File: src/rtl/if_stage_fetch_if.sv
// Instruction-memory fetch channel: a valid/ready request carrying the fetch
// address and a single-cycle response pulse carrying the instruction word.
// Ports (master = fetch stage, slave = memory):
//   req_valid, addr : master -> slave   request and its word address
//   req_ready       : slave -> master   request accepted when valid & ready
//   rsp_valid       : slave -> master   one-cycle pulse with the word
//   rsp_data        : slave -> master   instruction word
interface if_stage_fetch_if;
    logic        req_valid;
    logic        req_ready;
    logic [31:0] addr;
    logic        rsp_valid;
    logic [31:0] rsp_data;

    modport master (
        output req_valid,
        output addr,
        input  req_ready,
        input  rsp_valid,
        input  rsp_data
    );

    modport slave (
        input  req_valid,
        input  addr,
        output req_ready,
        output rsp_valid,
        output rsp_data
    );
endinterface

File: src/rtl/if_stage_fetch.sv
// Instruction-fetch stage: owns the fetch PC, issues one word fetch at a
// time over imem, and loads the IF/ID register consumed by decode.
// Ports:
//   clk, rst         clock, synchronous active-high reset
//   hazard_detected  freeze IF/ID; a word arriving meanwhile is parked
//   Br_taken         redirect from decode to Br_target, squashes IF/ID
//   imem             fetch channel (master side)
//   instruction, PC  IF/ID word and its address + PC_STEP
//   inst_valid       IF/ID holds a real instruction (0 = bubble)
module if_stage_fetch #(
    parameter logic [31:0] RESET_PC = 32'h0000_0000,
    parameter logic [31:0] PC_STEP  = 32'd4,
    parameter logic [31:0] NOP_WORD = 32'h0000_0000
) (
    input  logic               clk,
    input  logic               rst,
    input  logic               hazard_detected,
    input  logic               Br_taken,
    input  logic [31:0]        Br_target,
    if_stage_fetch_if.master   imem,
    output logic [31:0]        instruction,
    output logic [31:0]        PC,
    output logic               inst_valid
);

    typedef enum logic [1:0] {
        S_FETCH,
        S_WAIT,
        S_HOLD,
        S_DROP
    } state_t;

    state_t      state, state_n;
    logic [31:0] fpc, fpc_n;
    logic [31:0] req_addr, req_addr_n;
    logic [31:0] hold_data, hold_data_n;
    logic [31:0] hold_addr, hold_addr_n;
    logic        deliver;
    logic [31:0] dlv_data;
    logic [31:0] dlv_pc;
    logic        hs;

    assign imem.req_valid = (state == S_FETCH) && !rst;
    assign imem.addr      = fpc;
    assign hs             = imem.req_valid && imem.req_ready;

    always_comb begin
        state_n     = state;
        fpc_n       = fpc;
        req_addr_n  = req_addr;
        hold_data_n = hold_data;
        hold_addr_n = hold_addr;
        deliver     = 1'b0;
        dlv_data    = NOP_WORD;
        dlv_pc      = PC;
        if (Br_taken) begin
            // A handshake completing alongside the redirect still leaves a
            // response in flight, so it must be drained in DROP.
            fpc_n = Br_target;
            unique case (state)
                S_FETCH: state_n = hs ? S_DROP : S_FETCH;
                S_WAIT:  state_n = imem.rsp_valid ? S_FETCH : S_DROP;
                S_HOLD:  state_n = S_FETCH;
                S_DROP:  state_n = imem.rsp_valid ? S_FETCH : S_DROP;
                default: state_n = S_FETCH;
            endcase
        end else begin
            unique case (state)
                S_FETCH: begin
                    if (hs) begin
                        state_n    = S_WAIT;
                        req_addr_n = fpc;
                        fpc_n      = fpc + PC_STEP;
                    end
                end
                S_WAIT: begin
                    if (imem.rsp_valid) begin
                        if (hazard_detected) begin
                            hold_data_n = imem.rsp_data;
                            hold_addr_n = req_addr;
                            state_n     = S_HOLD;
                        end else begin
                            deliver  = 1'b1;
                            dlv_data = imem.rsp_data;
                            dlv_pc   = req_addr + PC_STEP;
                            state_n  = S_FETCH;
                        end
                    end
                end
                S_HOLD: begin
                    if (!hazard_detected) begin
                        deliver  = 1'b1;
                        dlv_data = hold_data;
                        dlv_pc   = hold_addr + PC_STEP;
                        state_n  = S_FETCH;
                    end
                end
                S_DROP: begin
                    if (imem.rsp_valid) begin
                        state_n = S_FETCH;
                    end
                end
                default: state_n = S_FETCH;
            endcase
        end
    end

    always_ff @(posedge clk) begin
        if (rst) begin
            state       <= S_FETCH;
            fpc         <= RESET_PC;
            req_addr    <= 32'h0;
            hold_data   <= 32'h0;
            hold_addr   <= 32'h0;
            instruction <= NOP_WORD;
            PC          <= 32'h0;
            inst_valid  <= 1'b0;
        end else begin
            state     <= state_n;
            fpc       <= fpc_n;
            req_addr  <= req_addr_n;
            hold_data <= hold_data_n;
            hold_addr <= hold_addr_n;
            if (Br_taken) begin
                instruction <= NOP_WORD;
                inst_valid  <= 1'b0;
            end else if (hazard_detected) begin
                instruction <= instruction;
                PC          <= PC;
                inst_valid  <= inst_valid;
            end else if (deliver) begin
                instruction <= dlv_data;
                PC          <= dlv_pc;
                inst_valid  <= 1'b1;
            end else begin
                instruction <= NOP_WORD;
                inst_valid  <= 1'b0;
            end
        end
    end

endmodule

File: src/flat_wrapper.sv
// flat-port wrapper written by rule: the top's interface ports become plain ports
module if_stage_fetch_flat 
#(
    parameter logic [31:0] RESET_PC = 32'h0000_0000,
    parameter logic [31:0] PC_STEP  = 32'd4,
    parameter logic [31:0] NOP_WORD = 32'h0000_0000
)
  (clk, rst, hazard_detected, Br_taken, Br_target, instruction, PC, inst_valid, imem_req_valid, imem_addr, imem_req_ready, imem_rsp_valid, imem_rsp_data);
  if_stage_fetch_if imem_i ();
  input  logic clk;
  input  logic rst;
  input  logic hazard_detected;
  input  logic Br_taken;
  input  logic [31:0] Br_target;
  output logic [31:0] instruction;
  output logic [31:0] PC;
  output logic inst_valid;
  output wire logic [$bits(imem_i.req_valid)-1:0] imem_req_valid;
  output wire logic [$bits(imem_i.addr)-1:0] imem_addr;
  input wire logic [$bits(imem_i.req_ready)-1:0] imem_req_ready;
  input wire logic [$bits(imem_i.rsp_valid)-1:0] imem_rsp_valid;
  input wire logic [$bits(imem_i.rsp_data)-1:0] imem_rsp_data;
  assign imem_req_valid = imem_i.req_valid;
  assign imem_addr = imem_i.addr;
  assign imem_i.req_ready = imem_req_ready;
  assign imem_i.rsp_valid = imem_rsp_valid;
  assign imem_i.rsp_data = imem_rsp_data;
  if_stage_fetch #(.RESET_PC(RESET_PC), .PC_STEP(PC_STEP), .NOP_WORD(NOP_WORD)) u_core (.clk(clk), .rst(rst), .hazard_detected(hazard_detected), .Br_taken(Br_taken), .Br_target(Br_target), .imem(imem_i), .instruction(instruction), .PC(PC), .inst_valid(inst_valid));
endmodule
File: config.mk
export PLATFORM = sky130hd
export DESIGN_NAME = if_stage_fetch_flat
export DESIGN_NICKNAME = d
export VERILOG_FILES = /design/src/rtl/if_stage_fetch_if.sv /design/src/rtl/if_stage_fetch.sv /design/src/flat_wrapper.sv
export SDC_FILE = /design/constraint.sdc
export NUM_CORES = 1
export LEC_CHECK = 0
export BUFFER_PORTS_ARGS = -buffer_cell sky130_fd_sc_hd__buf_2
export CORE_AREA = 2 2 140 142
export DETAILED_ROUTE_END_ITERATION = 12
export DIE_AREA = 0 0 142 144
export PLACE_DENSITY = 0.7
export SLEW_MARGIN = 20
export SYNTH_ARGS = -nofsm -noshare
export SYNTH_HDL_FRONTEND = slang
export SYNTH_SLANG_ARGS = --single-unit
File: constraint.sdc
create_clock -name clk -period 4.7 [get_ports clk]
set_input_delay 0.47 -clock clk [delete_from_list [all_inputs] [get_ports clk]]
set_output_delay 0.47 -clock clk [all_outputs]
set_load 0.05 [all_outputs]
* Word-level counts from Yosys, hierarchy flattened
Cells that the tools add are included.
W data, S select, Z words.
** Storage, ports and cells
- Logic and storage cells :: 58
- Output and inout bits :: 98
- Bits of input ports :: 70
- Register bits after elaboration :: 195
** Cells by class
- Bitwise gates (word level) :: 2
- Eq/ne operators :: 8
- Add/subtract/negate cells :: 3
- Reductions and logical operators :: 14
- Multiplexer cells :: 23
** Operators by type and width (count)
- $mux W32 :: 6
- $pmux W32 S2 :: 2
- $add A32 B3 Y32 const B :: 3
- $mux W2 :: 8
- $ne A3 B3 Y1 const B :: 3
- $pmux W2 S4 :: 1
- $reduce_and A4 Y1 :: 2
- $pmux W2 S3 :: 1
- $reduce_bool A2 Y1 :: 3
- $reduce_and A5 Y1 :: 1
- $eq A2 B2 Y1 const B :: 2
- $mux W1 :: 4
- $reduce_or A2 Y1 :: 2
- $ne A3 B2 Y1 const B :: 1
- $reduce_and A3 Y1 :: 1
- $eq A2 B1 Y1 const B :: 1
- $logic_and A1 B1 Y1 :: 2
- $logic_not A2 Y1 :: 1
- $ne A2 B2 Y1 const B :: 1
- $not A1 Y1 :: 2
- $pmux W1 S2 :: 1
- $reduce_and A2 Y1 :: 1
- $logic_not A1 Y1 :: 1

* Longest topological paths before layout
- Depth in word-level cells :: 6
- Depth in mapped cells :: 15
- Mapped depth without buffers :: 9

* Worst setup path before layout
Ideal clock, no wire load.
- Path kind :: reg2reg
- From :: reg u_core.state[0]
- To :: reg u_core.PC[30]
- Required time :: 4.594 ns
- Period minus slack after synthesis :: 3.902 ns
- Setup time :: 0.106 ns
- Path slack :: 0.798 ns
- Path buffers :: 6
- Arrival time :: 3.796 ns
- Stages on the path, launching flop included :: 16
- Cell sequence :: dfxtp_1 > inv_1 > ha_1 > buf_2 > clkbuf_1 > buf_1 > buf_2 > buf_1 > mux2_2 > ha_1 > nand4_1 > a21oi_1 > o2111ai_1 > clkbuf_1 > or3_1 > o311ai_0
** On the way
- Longest elaborated chain between the ends :: 4
- Elaborated cells between the ends (all ways) :: 8
- Those cells by class :: eq/ne: 3; mux: 3; reduce/logical: 2
** Ends and longest elaborated chain
- start: declaration :: line if_stage_fetch.sv:33 : state_t state, state_n;
- start signal: assignment :: line if_stage_fetch.sv:119 : state <= state_n;
- $eq A2 B2 Y1 / $eq A2 B1 Y1 (equally long branches) :: line if_stage_fetch.sv:68 : unique case (state)
- $pmux W1 S2 :: line if_stage_fetch.sv:68
- $mux W1 :: line if_stage_fetch.sv:56 : if (Br_taken) begin
- $reduce_and A5 Y1 (no source line)
- end signal: assignment :: line if_stage_fetch.sv:133 : PC <= dlv_pc;
- end: declaration :: line if_stage_fetch.sv:22 : output logic [31:0] PC,
Parallel ways exist; a longest one is shown, timed or not.
A chain may end at the register's enable or synchronous reset.

* Worst setup path after layout
Same ends and word-level chain as after synthesis.

==> results_dict.tcl <==
set metrics [dict create \
    p_per_area_nw_per_um2 341.0 \
    yosys-top-cells-area "dfxtp_1 (44%), nand2_1 (11%), a21oi_1 (6.4%), nor2_1 (3.3%), a22o_1 (3.1%)" \
    clk_latency_ps 430 \
    intPower_mw 2.564 \
    path_cells "inv_1, ha_4, mux2_2, ha_1, nand4_1, a21oi_1, buf_4, o2111ai_1, or3_1, o311ai_0" \
    fin_crit_sh 0.7337 \
    finalCoreUtilization 0.5497 \
    hold_viol 0 \
    ys_seq_area_frac 0.4351 \
    fin_nets 1314 \
    dp_cells 1456 \
    period_minus_slack_ps 3448 \
    wl_per_cell_um 15.57 \
    yosysUniqueCellTypes 56 \
    arrival_ps 3780 \
    antenna_left 0 \
    crit_path_top_delay_cell "ha_4" \
    grt_pass1_vias 7351 \
    overflow 0 \
    rsz0062_at_grt "false" \
    fp.coreArea_um2 19080 \
    drv_cap 0 \
    setup_viol 0 \
    pre_cts_slack_ps 1264 \
    num_vias 8390 \
    worstSetupPathType "reg2reg" \
    num_antenna_cells 0 \
    worstReg2RegStart "u_core.state[0]" \
    routed_wl_um 23150 \
    layout_commonest_cell "nand2_1" \
    dp_hpwl_um 16040 \
    htree_levels 4 \
    worst_pin_slew_ps 1027 \
    port_buffers 167 \
    synthDominantCellAreaShare 0.4351 \
    stdcell_count 1487 \
    cp.required_ps 5030 \
    numClockSinks 195 \
    grt_max_degree 102 \
    setup_tns_ps 0 \
    crit_path_end_kind "flip-flop" \
    syn-mean-instance-area_um2 7.989 \
    ctsResizeCount 0 \
    async_flop_share 0 \
    antenna_found_initial 0 \
    crit_path_max_fanout 54 \
    cts_hold_buffers 0 \
    io-pin-count 168 \
    track_usage 0.2276 \
    status "completed" \
    cts_buffer_depth 2 \
    start_util 0.4702 \
    final_cell_mix "nand2_1 (254), dfxtp_1 (195), buf_2 (166)" \
    drt-vias-per-instance 5.642 \
    synth_edf_count 0 \
    numCtsBuffers 17 \
    power_switching_mw 1.013 \
    drt_iter0_drc 571 \
    max_slew_margin 0.3152 \
    root_buffer "clkbuf_16" \
    hold_path_class "in2reg" \
    netlist_area_um2 8971 \
    area_delta_synth_final_pct 16.90 \
    drive_gt1_frac 0.1825 \
    seqPwrFrac 0.484 \
    crit_start "u_core.state[0]" \
    place_congestion 0.8793 \
    syn_inst 1123 \
    finalWorstSetupSlack_ps 1252 \
    clkSlewWorstSetupHoldPaths_ps 70 \
    synth-main-ff-cell "dfxtp_1" \
    min_from "Br_target[1]" \
    cp_slowest_stage_delay_ps 600 \
    drc_errors 0 \
    sw_frac_of_total 0.2832 \
    die-area_um2 20450 \
    die-width_um 142 \
    start_kind "flip-flop" \
    grt_pass1_wl_um 37850 \
    crit_family "compound AO/OA/AOI/OAI gates" \
    synth-warning-count 0 \
    leakagePower_nw 3.764 \
    ys_ff_latch 195 \
    vdd_drop_max_mv 0.2622 \
    slew_violations 0 \
    cts_setup_buffers 0 \
    p_clk_frac 0.395 \
    num_rows 51 \
    cts_tree "done" \
    yosysTopAreaCell "dfxtp_1" \
    hold_slack_ps 269.8 \
    r2r_slack_ps 1250 \
    dr.pass1.iters 5 \
    power.share.combinational 0.121 \
    die_h_um 144 \
    syn_nets 1200 \
    fmax_ghz 0.2900 \
    clock-skew-final_ps 9.063 \
    critPathBufInv 2 \
]
## sequential cells by signal, indices dropped and copies added, names as in the netlist
| signal | flops |
|---|---|
| u_core.PC | 32 |
| u_core.hold_addr | 32 |
| u_core.hold_data | 32 |
| u_core.imem.addr | 32 |
| u_core.instruction | 32 |
| u_core.req_addr | 32 |
| u_core.state | 2 |
| u_core.inst_valid | 1 |
## cell type report
class | count | area, um^2
fillers | 1815 | 8592
multi-input cells | 832 | 4738
flip-flops and latches | 195 | 3904
repair buffers | 180 | 935.9
clock buffers | 17 | 425.4
well taps | 238 | 297.8
clock inverters | 14 | 145.1
inverters | 11 | 41.29
## routing by layer
metal	up-vias	GRT usage	wire length, um
met3	27	0.03510	1414
met2	286	0.3338	9964
li1	4224	-	-
met5	-	0	0
met1	3853	0.3423	11420
met4	0	0.07000	355
## worst register-to-register path: cells and delay by family, from the launching register on
family / cells / cell delay [ps]
and+or+nand+nor: 2 / 650
AOI/OAI and AO/OA: 3 / 910
adders and majority gates: 2 / 800
buffers and inverters: 2 / 340
DFF: 1 / 330
muxes: 1 / 310
## synthesized netlist by cell type (all sizes together), types with 4 or more instances
cell	number
nand2	255
dfxtp	195
a21oi	114
nor2	80
clkbuf	73
nand3	50
a22oi	35
a22o	32
mux2i	28
nor3	28
a211oi	25
xnor2	25
nand4	21
o21ai	18
o311ai	13
buf	12
inv	10
xor2	9
nand4b	8
ha	7
nand3b	7
nor4	7
o2111ai	7
and3	6
mux2	6
a31oi	4
and4	4
or3	4
## path summary, 6_finish.rpt
kind         cells past startpoint             endpoint
max reg2reg                     10        u_core.PC[30]
min                              3  u_core.imem.addr[1]
max                             10        u_core.PC[30]
min reg2reg                      2        u_core.PC[11]
## power by group through the flow
stage,clock [mW],sequential [mW],combinational (mW)
after global routing,1.50,1.74,0.472
final,1.41,1.73,0.433
after detailed placement,0,1.77,0.432
after global placement,0,1.77,0.429
after floorplan,0,1.83,0.246
after CTS,1.43,1.73,0.432
## per-stage QoR
stage | total power [mW] | instance area, um^2
2_1_floorplan | 2.072 | 8971
3_3_place_gp | 2.198 | 9911
3_5_place_dp | 2.201 | 9912
4_1_cts | 3.597 | 10480
5_1_grt | 3.713 | 10490
6_report | 3.577 | 10490
## cells by family (layout without fill, tap and decap cells)
logic type / after synthesis / count (layout) / synth area share
XOR/XNOR: 34 / 34 / 0.03319
AO/OA/AOI/OAI: 272 / 272 / 0.2004
flip-flops: 195 / 195 / 0.4351
multiplexers: 34 / 34 / 0.03877
adder cells (fa/ha/maj): 7 / 7 / 0.009762
AND/OR/NAND/NOR: 485 / 485 / 0.2407
buffers and inverters: 96 / 222 / 0.04198
No activity file was read; power rests on OpenSTA's default activity.
